==> config.mk <==
export PLATFORM = sky130hd
export DESIGN_NAME = axis_sample_source
export DESIGN_NICKNAME = d
export VERILOG_FILES = /design/src/rtl/axis_sample_source_pkg.sv /design/src/rtl/axis_sample_source_lfsr16.sv /design/src/rtl/axis_sample_source.sv
export SDC_FILE = /design/constraint.sdc
export NUM_CORES = 1
export LEC_CHECK = 0
export ABC_AREA = 1
export ABC_CLOCK_PERIOD_IN_PS = 5300
export BUFFER_PORTS_ARGS = -buffer_cell sky130_fd_sc_hd__clkbuf_2
export CAP_MARGIN = 10
export CORE_UTILIZATION = 39
export CTS_CLUSTER_DIAMETER = 80
export DETAILED_ROUTE_END_ITERATION = 12
export HOLD_SLACK_MARGIN = 0.02
export PLACE_DENSITY = 0.57
export RECOVER_POWER = 100
export SYNTH_ARGS = -nofsm -noshare
export SYNTH_HDL_FRONTEND = slang
export SYNTH_HIERARCHICAL = 1
export SYNTH_SLANG_ARGS = --single-unit
export TNS_END_PERCENT = 30
==> constraint.sdc <==
create_clock -name axi_clk -period 5.3 [get_ports axi_clk]
set_input_delay 0.265 -clock axi_clk [delete_from_list [all_inputs] [get_ports axi_clk]]
set_output_delay 0.265 -clock axi_clk [all_outputs]
set_load 0.03 [all_outputs]
==> src/rtl/axis_sample_source_pkg.sv <==
// Shared definitions for the axis_sample_source test-sample generator:
// waveform mode codes, controller state encoding and the noise LFSR constants.
package axis_sample_source_pkg;

  localparam logic [1:0] MODE_IMPULSE = 2'd0;
  localparam logic [1:0] MODE_RAMP    = 2'd1;
  localparam logic [1:0] MODE_SQUARE  = 2'd2;
  localparam logic [1:0] MODE_NOISE   = 2'd3;

  typedef enum logic [1:0] {
    ST_IDLE  = 2'd0,
    ST_RUN   = 2'd1,
    ST_DRAIN = 2'd2
  } state_t;

  localparam logic [15:0] LFSR_SEED = 16'hACE1;
  localparam logic [15:0] LFSR_MASK = 16'hB400;

  // One step of the right-shifting Galois LFSR: the bit shifted out selects the toggle mask.
  function automatic logic [15:0] lfsr_step(input logic [15:0] s);
    return (s >> 1) ^ (s[0] ? LFSR_MASK : 16'h0000);
  endfunction

endpackage

==> src/rtl/axis_sample_source_lfsr16.sv <==
// lfsr16: 16-bit Galois noise generator for axis_sample_source.
// Only compiled when AXIS_SRC_LFSR_EN is defined; the default build has no LFSR.
`ifdef AXIS_SRC_LFSR_EN
module lfsr16
  import axis_sample_source_pkg::*;
(
  input  logic        axi_clk,
  input  logic        axi_reset_n,
  input  logic        enable,
  input  logic        reseed,
  output logic [15:0] state
);

  // Reseed wins over advance so a new run always starts from the seed.
  always_ff @(posedge axi_clk or negedge axi_reset_n) begin
    if (!axi_reset_n) begin
      state <= LFSR_SEED;
    end else if (reseed) begin
      state <= LFSR_SEED;
    end else if (enable) begin
      state <= lfsr_step(state);
    end
  end

endmodule
`endif

==> src/rtl/axis_sample_source.sv <==
// axis_sample_source: AXI4-Stream master producing framed impulse, ramp,
// square or noise samples with full valid/ready backpressure.
// Build option AXIS_SRC_LFSR_EN: compiles in noise mode and the lfsr16
// generator; without it mode 3 emits zero samples with normal framing.
module axis_sample_source
  import axis_sample_source_pkg::*;
#(
  parameter int DATA_WIDTH = 16,
  parameter int LEN_W      = 10
) (
  input  logic                         axi_clk,
  input  logic                         axi_reset_n,
  input  logic                         start,
  input  logic                         stop,
  input  logic [1:0]                   mode,
  input  logic [LEN_W-1:0]             frame_len,
  input  logic signed [DATA_WIDTH-1:0] amplitude,
  input  logic signed [DATA_WIDTH-1:0] step,
  output logic                         m_axis_valid,
  output logic signed [DATA_WIDTH-1:0] m_axis_data,
  output logic                         m_axis_last,
  input  logic                         m_axis_ready,
  output logic                         busy,
  output logic [15:0]                  frame_count
);

  state_t                       state;
  logic [1:0]                   mode_q;
  logic [LEN_W-1:0]             len_q;
  logic [LEN_W-1:0]             idx_q;
  logic signed [DATA_WIDTH-1:0] amp_q;
  logic signed [DATA_WIDTH-1:0] step_q;
  logic signed [DATA_WIDTH-1:0] acc_q;

  logic                         hs;
  logic                         last_hs;
  logic                         start_accept;
  logic [LEN_W-1:0]             len_in_eff;
  logic [LEN_W-1:0]             idx_nxt;
  logic signed [DATA_WIDTH-1:0] acc_nxt;
  logic [15:0]                  rnd_first;
  logic [15:0]                  rnd_nxt;

  // Sample value for frame position i; square negation wraps, so -(-max) stays -max.
  function automatic logic signed [DATA_WIDTH-1:0] sample_for(
    input logic [1:0]                   m,
    input logic [LEN_W-1:0]             i,
    input logic [LEN_W-1:0]             len,
    input logic signed [DATA_WIDTH-1:0] amp,
    input logic signed [DATA_WIDTH-1:0] acc,
    input logic [15:0]                  rnd
  );
    logic [LEN_W:0] half;
    half = ({1'b0, len} + (LEN_W+1)'(1)) >> 1;
    case (m)
      MODE_IMPULSE: sample_for = (i == '0) ? amp : '0;
      MODE_RAMP:    sample_for = acc;
      MODE_SQUARE:  sample_for = ({1'b0, i} < half) ? amp : -amp;
      default:      sample_for = DATA_WIDTH'(rnd);
    endcase
  endfunction

  assign hs           = m_axis_valid & m_axis_ready;
  assign last_hs      = hs & m_axis_last;
  assign start_accept = (state == ST_IDLE) & start;
  assign len_in_eff   = (frame_len == '0) ? LEN_W'(1) : frame_len;
  assign idx_nxt      = m_axis_last ? '0 : idx_q + LEN_W'(1);
  assign acc_nxt      = m_axis_last ? '0 : acc_q + step_q;

`ifdef AXIS_SRC_LFSR_EN
  logic [15:0] lfsr_state;

  lfsr16 u_lfsr16 (
    .axi_clk     (axi_clk),
    .axi_reset_n (axi_reset_n),
    .enable      (hs),
    .reseed      (start_accept),
    .state       (lfsr_state)
  );

  assign rnd_first = LFSR_SEED;
  assign rnd_nxt   = lfsr_step(lfsr_state);
`else
  assign rnd_first = '0;
  assign rnd_nxt   = '0;
`endif

  // Controller: latches config on start, presents the next sample on each handshake, ends on the final last beat.
  always_ff @(posedge axi_clk or negedge axi_reset_n) begin
    if (!axi_reset_n) begin
      state        <= ST_IDLE;
      mode_q       <= '0;
      len_q        <= '0;
      idx_q        <= '0;
      amp_q        <= '0;
      step_q       <= '0;
      acc_q        <= '0;
      m_axis_valid <= 1'b0;
      m_axis_data  <= '0;
      m_axis_last  <= 1'b0;
      busy         <= 1'b0;
      frame_count  <= '0;
    end else begin
      case (state)
        ST_IDLE: begin
          if (start) begin
            mode_q       <= mode;
            len_q        <= len_in_eff;
            amp_q        <= amplitude;
            step_q       <= step;
            idx_q        <= '0;
            acc_q        <= '0;
            m_axis_valid <= 1'b1;
            m_axis_data  <= sample_for(mode, '0, len_in_eff, amplitude, '0, rnd_first);
            m_axis_last  <= (len_in_eff == LEN_W'(1));
            busy         <= 1'b1;
            state        <= ST_RUN;
          end
        end
        default: begin
          if (last_hs) begin
            frame_count <= frame_count + 16'd1;
          end
          if (last_hs && ((state == ST_DRAIN) || stop)) begin
            m_axis_valid <= 1'b0;
            m_axis_data  <= '0;
            m_axis_last  <= 1'b0;
            busy         <= 1'b0;
            state        <= ST_IDLE;
          end else begin
            if (hs) begin
              idx_q       <= idx_nxt;
              acc_q       <= acc_nxt;
              m_axis_data <= sample_for(mode_q, idx_nxt, len_q, amp_q, acc_nxt, rnd_nxt);
              m_axis_last <= (idx_nxt == len_q - LEN_W'(1));
            end
            if (stop) begin
              state <= ST_DRAIN;
            end
          end
        end
      endcase
    end
  end

endmodule

After elaboration in Yosys (flattened, before gate mapping)
Index checks and enable logic that the tools add are counted.
{ "op_classes": {"add_sub_neg": 8, "order_cmp": 2, "eq_ne": 8, "n_mux": 31, "bitwise": 3, "reduce_logical": 17} }
{ "op_table": {"columns": ["operator", "n"], "rows": [
  ["16-bit 2-to-1 mux", 12],
  ["10-bit 2-to-1 mux", 6],
  ["16-bit one-hot mux with 3 select lines", 1],
  ["16-bit negator", 2],
  ["16-bit one-hot mux with 2 select lines", 1],
  ["10-bit by 1-bit adder with 11-bit output (second input constant)", 2],
  ["10-bit zero test", 2],
  ["16-bit by 1-bit adder with 16-bit output (second input constant)", 1],
  ["16-bit adder", 1],
  ["10-bit by 1-bit adder with 10-bit output (second input constant)", 1],
  ["10-bit by 1-bit == test with 1-bit output (second input constant)", 1],
  ["10-bit == test", 1],
  ["1-bit by 10-bit < comparator with 1-bit output (first input constant)", 1],
  ["10-bit < comparator", 1],
  ["2-bit AND reduction", 5],
  ["10-bit by 1-bit subtractor with 10-bit output (second input constant)", 1],
  ["2-bit 2-to-1 mux", 4],
  ["1-bit 2-to-1 mux", 7],
  ["2-bit == test (second input constant)", 3],
  ["2-bit zero test", 3],
  ["3-bit nonzero test", 2],
  ["2-bit inequality test (second input constant)", 2],
  ["2-bit nonzero test", 2],
  ["3-bit AND reduction", 1],
  ["other kinds (5)", 6]
]} }
{ "totals": {"ff_bits": 106, "in_bits": 49, "out_inout_bits": 35} }

Logic depth before layout (Yosys ltp)
{ "logic_depth": {"depth_word": 8, "depth_mapped": 22, "depth_no_buf": 21} }

Worst setup path after synthesis
No wires, ideal clock.
{ "synth_path": {"path_kind": "register to register", "start": "register idx_q[2]", "end": "register m_axis_data[10]", "setup_time_ps": 118, "arrival_time_ps": 2637, "t_required_ps": 5182, "slack_ps": 2545, "path_stages_with_launch": 20, "period_less_slack_ps": 2755, "path_cell_list": "dfrtp_1 -> nand3_1 -> inv_2 -> nand3_1 -> nor2_1 -> nand2_1 -> nand3_1 -> buf_2 -> inv_1 -> ha_1 -> a21oi_1 -> o21a_1 -> clkbuf_1 -> nand4_1 -> nand2_1 -> nor2_1 -> nor2_1 -> nand2_1 -> a21oi_1 -> nor2_1"} }
{ "synth_via": {"elab_chain_len": 8, "elab_cells_between_ends": 10, "classes_between": "add/sub: 1; order compare: 1; mux: 7; reduce/logical: 1"} }
{ "synth_rtl": {"columns": ["item", "line_no", "rtl"], "rows": [
  ["start, declared", "axis_sample_source.sv:30", "logic [LEN_W-1:0] idx_q;"],
  ["start signal, assigned", "axis_sample_source.sv:132", "idx_q <= idx_nxt;"],
  ["10-bit by 1-bit adder with 10-bit output *", "axis_sample_source.sv:67", "assign idx_nxt = m_axis_last ? '0 : idx_q + LEN_W'(1);"],
  ["10-bit 2-to-1 mux *", "axis_sample_source.sv:67", null],
  ["10-bit < comparator / 10-bit zero test (equally long branches)", "axis_sample_source.sv:58, axis_sample_source.sv:56", null],
  ["16-bit 2-to-1 mux, on equally long branches", "axis_sample_source.sv:58, axis_sample_source.sv:56", null],
  ["16-bit one-hot mux with 3 select lines *", "axis_sample_source.sv:55", "case (m)"],
  ["16-bit 2-to-1 mux *", "axis_sample_source.sv:131", "if (hs) begin"],
  ["16-bit 2-to-1 mux *", "axis_sample_source.sv:124", "if (last_hs && ((state == ST_DRAIN) || stop)) begin"],
  ["16-bit 2-to-1 mux *", "axis_sample_source.sv:104", "case (state)"],
  ["end signal, assigned", "axis_sample_source.sv:114", "m_axis_data <= sample_for(mode, '0, len_in_eff, amplitude, '0, rnd_first);"],
  ["end signal, assigned", "axis_sample_source.sv:134", "m_axis_data <= sample_for(mode_q, idx_nxt, len_q, amp_q, acc_nxt, rnd_nxt);"],
  ["end, declared", "axis_sample_source.sv:20", "output logic signed [DATA_WIDTH-1:0] m_axis_data,"]
]} }
Mark *: on every way between the ends. The rest lies on a longest branch, timed or not. The select of a mux whose other input is x is not followed.
A chain may end at the register's enable or synchronous reset.

Final worst setup path
{ "layout_path": {"start": "register m_axis_last", "end": "register m_axis_data[13]"} }
{ "layout_via": {"elab_chain_len": 7, "elab_cells_between_ends": 14, "classes_between": "order compare: 1; mux: 8; bitwise: 1; reduce/logical: 4"} }
{ "layout_rtl": {"columns": ["item", "line_no", "rtl"], "rows": [
  ["start, declared", "axis_sample_source.sv:21", "output logic m_axis_last,"],
  ["start signal, assigned", "axis_sample_source.sv:115", "m_axis_last <= (len_in_eff == LEN_W'(1));"],
  ["start signal, assigned", "axis_sample_source.sv:135", "m_axis_last <= (idx_nxt == len_q - LEN_W'(1));"],
  ["10-bit 2-to-1 mux", "axis_sample_source.sv:67", null],
  ["10-bit < comparator / 10-bit zero test (equally long branches)", "axis_sample_source.sv:58, axis_sample_source.sv:56", null],
  ["16-bit 2-to-1 mux, on equally long branches", "axis_sample_source.sv:58, axis_sample_source.sv:56", null],
  ["16-bit one-hot mux with 3 select lines", "axis_sample_source.sv:55", null],
  ["16-bit 2-to-1 mux", "axis_sample_source.sv:131", null],
  ["16-bit 2-to-1 mux", "axis_sample_source.sv:124", null],
  ["16-bit 2-to-1 mux", "axis_sample_source.sv:104", null]
]} }
Several ways; a longest one is shown, not always the timed one. The select of a mux whose other input is x is not followed.

==> flow_summary.yaml <==
run_status:
  status: "finished with violations"
  violations: "capacitance limit, slew limit"
die:
  rows: 51
  dieWidth_microns: 143
  ioPinCount: 84
  start_util: 0.399
  fp.dieArea_sq_um: 20500
  die_y_microns: 143
  core_area_sq_um: 19500
grt:
  gr-total-overflow: 0
  gr-usage-all-layers: 0.232
  grt_pass1_vias: 7042
  antenna_found_initial: 0
  grt_max_degree: 65
  grt_pass1_wl_mm: 36.9
critical_path:
  end_kind: "register"
  crit_top_cell: "nand2_1"
  crit_path_top_delay_cell: "inv_1"
  max_stage_delay_ps: 850
  cp-start-kind: "register"
  worst-setup-path-type: "register to register"
  arrival_ps: 4240
  critPathRequiredTime_ps: 5570
  crit_chain: "inv_1 -> nand2_1 -> nor2_2 -> ha_1 -> nand2_1 -> nand2_1 -> nand3_1 -> nand2_1 -> nand2_1 -> nand3_1 -> nand2_1 -> nand3_1 -> nand2_1 -> inv_1 -> nand2_1 -> nand2_1 -> a21oi_1"
  r2r_slack_ps: 1340
  rr_startpoint: "m_axis_last"
  startpoint: "m_axis_last"
  worstRegToRegCells: 17
  r2r-end: "m_axis_data[13]"
  crit_fanout: 35
logic_synthesis:
  netlist_instances: 1168
  yosys_most_used_dff: "dfrtp_1"
  synth_top_cell_area_share: 0.341
  yosysWarningCount: 6
  synth.most_common_cell: "nand2_1"
  synthDistinctLibCells: 40
  synthArstFlopShare: 1.00
  yosysSeqAreaShare: 0.341
  post-synth-top-area-cell: "dfrtp_1"
  synth_area_leaders: "dfrtp_1, nand2_1, inv_1, nor2_1, nand3_1"
  synth_seq_cells: 106
  synthTopCellsByCount: "nand2_1, inv_1, nor2_1"
  mappedNetlistNets: 1249
  synth-edff-count: 0
  syn_area_per_cell_sq_um: 6.65
  netlist_area_sq_um: 7770
routing:
  drt_iter0_markers: 481
  ant_nets: 0
  via_count: 7502
  totalWireLength_mm: 22.4
  drc: 0
  viasPerCell: 4.99
  wl_per_cell_microns: 14.9
  drtPass1Iterations: 5
hold_path:
  hold_path_depth: 3
  min-delay-start: "step[12]"
  hold_end: "step_q[12]"
  hp-class: "input pin to register"
sta:
  fmax_mhz: 252
  setup_viol_count_final: 0
  fin_ws_ps: 1340
  max_slew_margin: -1.39
  hold_viol: 0
  period_minus_slack_ps: 3960
  clock_skew_ps: 9.13
  worst_slew_pin_slew_ps: 3580
  rsz0062_at_grt: "false"
  drv_slew: 157
  final.setup.tns_ps: 0
  finalCritPeriodShare: 0.748
clock_network:
  cts.clk_slew.worst_paths_ps: 80
  htreeDepth: 3
  holdBufCountCts: 0
  cts_root_buffer: "clkbuf_16"
  numCtsBuffers: 9
  clkSinkCount: 106
  tritoncts: "done"
  cts_buffer_depth: 2
  clkLatencyLatePin_ps: 360
  postCtsSetupBuffers: 0
  cts_resized: 0
placement:
  hpwlAfterDp_mm: 17.2
  gp_congestion: 0.943
  place_ws_ps: 1820
  port_buffers: 83
power:
  power.density_nw_per_um2: 548
  vdd_ir_drop_max_mv: 0.229
  p_leak_nw: 4.48
flow_run:
  drv_cap: 3
finish:
  drive_gt1_frac: 0.0744
  area_growth_pct: 10.5
  insertedDiodeCount: 0
  layout.nets: 1313
==> cell families (layout without fill, tap and decap cells) <==
family | after synthesis | count (layout) | share of synthesized area
AO/OA/AOI/OAI | 130 | 130 | 0.0918
XOR/XNOR | 40 | 40 | 0.0451
adder cells (fa/ha/maj) | 32 | 32 | 0.0525
buffers and inverters | 186 | 255 | 0.0952
flip-flops | 106 | 106 | 0.341
AND/OR/NAND/NOR | 674 | 674 | 0.374
==> placed cells by master (no fill, tap or decap), drive strengths merged, types with 11 or more instances in the layout <==
| master | count |
|---|---|
| o21ai | 66 |
| clkbuf | 96 |
| nor3 | 13 |
| nand4 | 51 |
| xnor2 | 11 |
| dfrtp | 106 |
| nor2 | 134 |
| nand2 | 375 |
| xor2 | 29 |
| inv | 152 |
| nand3 | 93 |
| a21oi | 48 |
| ha | 31 |
==> metal layers <==
metal,vias to the layer above,track usage,routed length (microns)
met5,-,0,0
met1,3449,0.329,11100
li1,3870,-,-
met2,166,0.373,10000
met4,0,0.0481,226
met3,17,0.0342,1020
==> how the worst max path moves through the flow <==
stage,slack (ps),to
6_report,1340,m_axis_data[13]
5_1_grt,750,state[0]
3_3_place_gp,1930,m_axis_data[14]
3_5_place_dp,1820,m_axis_data[14]
4_1_cts,1800,m_axis_data[7]
2_1_floorplan,2550,m_axis_data[10]
==> worst max-delay path, delay by kind of cell, from the launching register on <==
| family | cells | cell delay (ps) |
|---|---|---|
| flip-flops | 1 | 430 |
| AND/OR/NAND/NOR | 13 | 2120 |
| adder cells (fa/ha/maj) | 1 | 300 |
| AO/OA/AOI/OAI | 1 | 140 |
| buffers and inverters | 2 | 900 |
==> state kept, by name, summed over array words and instances (netlist names) <==
signal / flops
busy: 1
len_q: 10
step_q: 16
mode_q: 2
m_axis_data: 16
frame_count: 16
amp_q: 16
m_axis_last: 1
state: 2
idx_q: 10
acc_q: 16
==> metrics by stage <==
| stage | hold slack [ps] | instance area [sq um] | total power, mW | cells | util |
|---|---|---|---|---|---|
| after CTS | 44.8 | 8670 | 4.77 | 1502 | 0.446 |
| after floorplan | -30.6 | 7770 | 3.33 | 1168 | - |
| after global placement | 431 | 8390 | 4.09 | 1486 | 0.431 |
| after detailed placement | 430 | 8390 | 4.09 | 1486 | 0.431 |
| final | 98.7 | 8580 | 4.70 | 1502 | 0.441 |
| after global routing | 101 | 8580 | 5.17 | 1502 | 0.441 |
==> cell type report <==
cell class	instances	area, sq um
clock inverter	6	56.3
sequential	106	2650
multi-input combinational	876	4340
clock buffer	10	229
inverter	150	563
timing repair buffer	89	405
tap	265	332
fill	2176	10900
==> report_power, final <==
| part | switching [mW] | internal (mW) |
|---|---|---|
| clock network | 0.336 | 0.330 |
| registers | 0.305 | 1.10 |
| logic | 1.81 | 0.813 |
No activity file was read; power rests on OpenSTA's default activity.
